==> src/rtl/booth_mul_arbiter.sv <==
// Round-robin front end that time-shares one booth_top 16x16 multiplier between two
// requesters: accept an operand pair, pulse start, wait out the latency, return the product.
module booth_mul_arbiter #(
    parameter int unsigned MUL_LATENCY = 17
) (
    input  logic        clk,
    input  logic        rst,
    input  logic        req0_valid,
    output logic        req0_ready,
    input  logic [15:0] req0_a,
    input  logic [15:0] req0_b,
    input  logic        req1_valid,
    output logic        req1_ready,
    input  logic [15:0] req1_a,
    input  logic [15:0] req1_b,
    output logic        resp0_valid,
    input  logic        resp0_ready,
    output logic [32:0] resp0_product,
    output logic        resp1_valid,
    input  logic        resp1_ready,
    output logic [32:0] resp1_product,
    output logic        mul_start,
    output logic [15:0] mul_multiplicand,
    output logic [15:0] mul_multiplicator,
    input  logic [32:0] mul_product,
    output logic        busy
);
    typedef struct packed {
        logic [15:0] a;
        logic [15:0] b;
    } mul_req_t;

    localparam logic [1:0] S_IDLE  = 2'd0;
    localparam logic [1:0] S_ISSUE = 2'd1;
    localparam logic [1:0] S_WAIT  = 2'd2;
    localparam logic [1:0] S_RESP  = 2'd3;
    localparam logic [7:0] LAT_M1  = 8'(MUL_LATENCY - 1);

    logic [1:0]       state;
    logic             owner;
    logic             prio;
    logic [7:0]       cnt;
    logic [15:0]      op_a;
    logic [15:0]      op_b;
    logic [32:0]      result;
    logic             grant;
    logic             accept;
    logic             resp_hs;
    mul_req_t [1:0]   reqs;

    assign reqs[0] = '{a: req0_a, b: req0_b};
    assign reqs[1] = '{a: req1_a, b: req1_b};

    // A lone requester wins outright; prio only breaks ties. Ready is masked by the
    // reset input so nothing handshakes while reset is held.
    always_comb begin
        grant      = (req0_valid && req1_valid) ? prio : req1_valid;
        req0_ready = (state == S_IDLE) && !rst && req0_valid && !grant;
        req1_ready = (state == S_IDLE) && !rst && req1_valid && grant;
        accept     = req0_ready || req1_ready;
        resp_hs    = (state == S_RESP) && (owner ? resp1_ready : resp0_ready);
    end

    assign busy              = (state != S_IDLE);
    assign mul_start         = (state == S_ISSUE);
    assign mul_multiplicand  = op_a;
    assign mul_multiplicator = op_b;
    assign resp0_valid       = (state == S_RESP) && !owner;
    assign resp1_valid       = (state == S_RESP) && owner;
    assign resp0_product     = result;
    assign resp1_product     = result;

    always_ff @(posedge clk or posedge rst) begin
        if (rst) begin
            state  <= S_IDLE;
            owner  <= 1'b0;
            prio   <= 1'b0;
            cnt    <= 8'd0;
            op_a   <= 16'd0;
            op_b   <= 16'd0;
            result <= 33'd0;
        end else begin
            case (state)
                S_IDLE: begin
                    if (accept) begin
                        op_a  <= reqs[grant].a;
                        op_b  <= reqs[grant].b;
                        owner <= grant;
                        state <= S_ISSUE;
                    end
                end
                S_ISSUE: begin
                    cnt   <= LAT_M1;
                    state <= S_WAIT;
                end
                S_WAIT: begin
                    // cnt reaches zero in the cycle the multiplier output becomes valid
                    if (cnt == 8'd0) begin
                        result <= mul_product;
                        state  <= S_RESP;
                    end else begin
                        cnt <= cnt - 8'd1;
                    end
                end
                default: begin
                    if (resp_hs) begin
                        prio  <= ~owner;
                        state <= S_IDLE;
                    end
                end
            endcase
        end
    end
endmodule

==> config.mk <==
export PLATFORM = sky130hd
export DESIGN_NAME = booth_mul_arbiter
export DESIGN_NICKNAME = d
export VERILOG_FILES = /design/src/rtl/booth_mul_arbiter.sv
export SDC_FILE = /design/constraint.sdc
export NUM_CORES = 1
export LEC_CHECK = 0
export CORE_MARGIN = 1
export CORE_UTILIZATION = 38
export CTS_CLUSTER_DIAMETER = 100
export DETAILED_ROUTE_END_ITERATION = 16
export HOLD_SLACK_MARGIN = 0.05
export PLACE_DENSITY_LB_ADDON = 0.3
export SLEW_MARGIN = 20
export SYNTH_ARGS = -nofsm -noshare
export SYNTH_HDL_FRONTEND = slang
export SYNTH_SLANG_ARGS = --single-unit
==> constraint.sdc <==
create_clock -name clk -period 2.8 [get_ports clk]
set_input_delay 0.56 -clock clk [delete_from_list [all_inputs] [get_ports clk]]
set_output_delay 0.56 -clock clk [all_outputs]
set_load 0.05 [all_outputs]
==> summary.txt <==
Status
  • Status: finished clean

Global route
  • Grt met3 use: under 10%
  • Number of global-route vias before repair: about 2.9k
  • Grt peak-use layer: met2
  • GRT Total Usage: roughly 18%
  • Initial antenna violation count: 0
  • Total global routing overflow: 0
  • Met1 Use GR: 19.7%
  • Global-route wire length before repair: 14100 um
  • Grt met2 use: between 30% and 40%
  • Largest net degree at the start of global routing: between 50 and 60

CTS
  • Clk sinks: 77
  • Postcts setup bufs: 0
  • Total CTS buffers: 9
  • Clock tree from TritonCTS: done
  • CTS Hold Bufs: 0
  • Root Driver: clkbuf_8
  • Clk_lat worst skew: roughly 340 ps
  • H-tree levels: 3
  • Post-cts repair resize count: 0
  • Clock tree buffer depth: 2
  • Worst-path clk slew: 80 ps

Die
  • Die area: about 10000 um2
  • Starting Density: about 39%
  • CORE AREA: between 9000 and 10000 um2
  • Die height: 102 um
  • Die width: 102 um
  • # rows: 36
  • Boundary Pins: just over 200

Setup path
  • CP most frequent cell: inv_1
  • WP data required: 2240 ps
  • Crit path max-delay family: buffers and inverters
  • Worst Path Buf+Inv: 3
  • Critical path, cell by cell: inv_1 > ha_1 > inv_1 > clkdlybuf4s50_1
  • Worst Path Max Fanout: 5
  • Crit path launch type: flop
  • Max stage delay on crit path: approximately 800 ps
  • WP data arrival: approximately 2000 ps
  • Worst path slowest cell: clkdlybuf4s50_1
  • Crit path kind: flop to primary output
  • R2r setup slk: between 600 and 700 ps
  • Worst setup EP type: primary output

Logic synthesis
  • Distinct cells, synth: 35
  • Synth area leader: dfrtp_1
  • Commonest cells in the synthesized netlist: dfrtp_1, nor2_1, a21oi_1
  • Dominant cells by area after synthesis: dfrtp_1, mux2_4, mux2i_1
  • Most common cell in the netlist: dfrtp_1
  • Synth Register Bits: between 70 and 80
  • FFs w/ async S/R, synth: between 90% and 100%
  • Synth Area per Inst: approximately 12 um2
  • Seq/Total Area, Yosys: slightly above 50%
  • Syn Nets: ~430
  • Post-synth EDFFs: 0
  • Main flop type after synthesis: dfrtp_1
  • Synth top area share: between 50% and 60%
  • Mapped Area: 3830 um2
  • Synth Warn #: 0
  • Mapped Cells: roughly 320

Layout
  • Footprint of the multi-input gates: about 1600 um2
  • Final core occ: between 60% and 70%
  • N_diodes: 0
  • Filler cell count: 800
  • Seq. cell area: 1930 um2
  • Final nets: 606
  • Share of cells above drive strength 1: a little over an eighth
  • Syn-to-layout area delta: 57.8%

Place
  • Gp weighted congestion: around 0.74
  • Pre-CTS WS: 476 ps
  • HPWL Detailed: 7320 um
  • Port bufs: just over 200

Timing
  • Fmax: 0.385 GHz
  • Final Max Slew Viols: 0
  • Final hold vios: 0
  • TNS Setup: 0 ps
  • Actual slew at the worst max-slew pin: roughly 590 ps
  • RSZ-0062 raised after global routing: false
  • Crit path time final: 2600 ps
  • Setup Skew: 11.0 ps
  • Slew margin rel.: 60.4%
  • Tcrit/Tclk final: between 90% and 100%
  • Final worst setup slack: roughly 200 ps
  • Setup-failing EPs final: 0

Detailed routing
  • Routed WL: 9630 um
  • Drc violations: 0
  • Via count: 2986
  • Iter 0 DRT Violations: 51
  • Pre-antenna DRT Iters: 4
  • Routed Antenna Nets: 0
  • Avg WL per Cell: between 15 and 20 um
  • Via density: 4.70

Run
  • Max_cap viols: 0

Min path
  • HP Class: flop to flop
[flip-flops by register name, indices dropped and copies added (netlist names)]
register,cells
mul_multiplicand,16
state,2
owner,1
resp0_product,33
cnt,8
prio,1
mul_multiplicator,16
[cells in the final DEF (no fill, tap or decap), types with 6 or more instances in the layout]
master           count
clkdlybuf4s50_1    204
dfrtp_1             77
nor2_1              39
a21oi_1             36
mux2i_1             33
mux2_4              30
clkbuf_8             9
inv_1                6
ha_1                 6
buf_4                6
[per-stage QoR]
stage / instances / hold slack, ps / cell area (um2)
after floorplan: 322 / 464 / 3830
after global placement: 619 / 498 / 5810
after detailed placement: 619 / 512 / 5810
after CTS: 635 / 526 / 6040
after global routing: 635 / 536 / 6040
final: 635 / 527 / 6040
[per-layer routing]
metal | vias to the layer above | share of wire (%)
li1 | 1423 | -
met1 | 1404 | 39
met3 | 9 | 11
met4 | 0 | 1.2
met5 | - | 0
met2 | 150 | 48
[final timing paths]
kind / from / end / depth (start not counted)
worst min-delay path: mul_multiplicand[5]$_DFFE_PP0P_ / mul_multiplicand[5]$_DFFE_PP0P_ / 2
worst min register to register: mul_multiplicand[5]$_DFFE_PP0P_ / mul_multiplicand[5]$_DFFE_PP0P_ / 2
max in group asynchronous: rst / resp0_product[32]$_DFFE_PP0P_ / 3
worst max-delay path: state[0]$_DFFE_PP0P_ / busy / 4
min in group asynchronous: rst / mul_multiplicator[1]$_DFFE_PP0P_ / 3
worst max register to register: cnt[0]$_DFFE_PP0P_ / resp0_product[10]$_DFFE_PP0P_ / 6
[cells by family (layout without fill, tap and decap cells)]
logic type | after synthesis | in the layout | synth area share, %
buffers and inverters | 55 | 235 | 9.54
DFF | 77 | 77 | 50.3
xor gates and xnor gates | 3 | 3 | 0.686
adders and majority gates | 6 | 6 | 1.96
and+or+nand+nor | 64 | 64 | 8.59
AOI/OAI and AO/OA | 49 | 49 | 7.09
muxes | 68 | 68 | 21.8
[area by class of cell]
cell class              instances  share of cell area [%]
clock inverters                 6                    1.84
clock buffers                  10                    2.11
flip-flops and latches         77                    31.9
repair buffers                212                    35.2
well taps                     133                    2.75
inverters                       7                   0.455
multi-input cells             190                    25.8
[worst register-to-register path: cells and delay by family, from the launching register on]
kind                       cells  cell delay [ps]
muxes                          1              390
adders and majority gates      1              160
DFF                            1              440
and+or+nand+nor                2              580
buffers and inverters          2              440
Power is left out: the tool's default activity adds up to more than one toggle a clock period on the data nets, which glitch-free logic cannot reach.
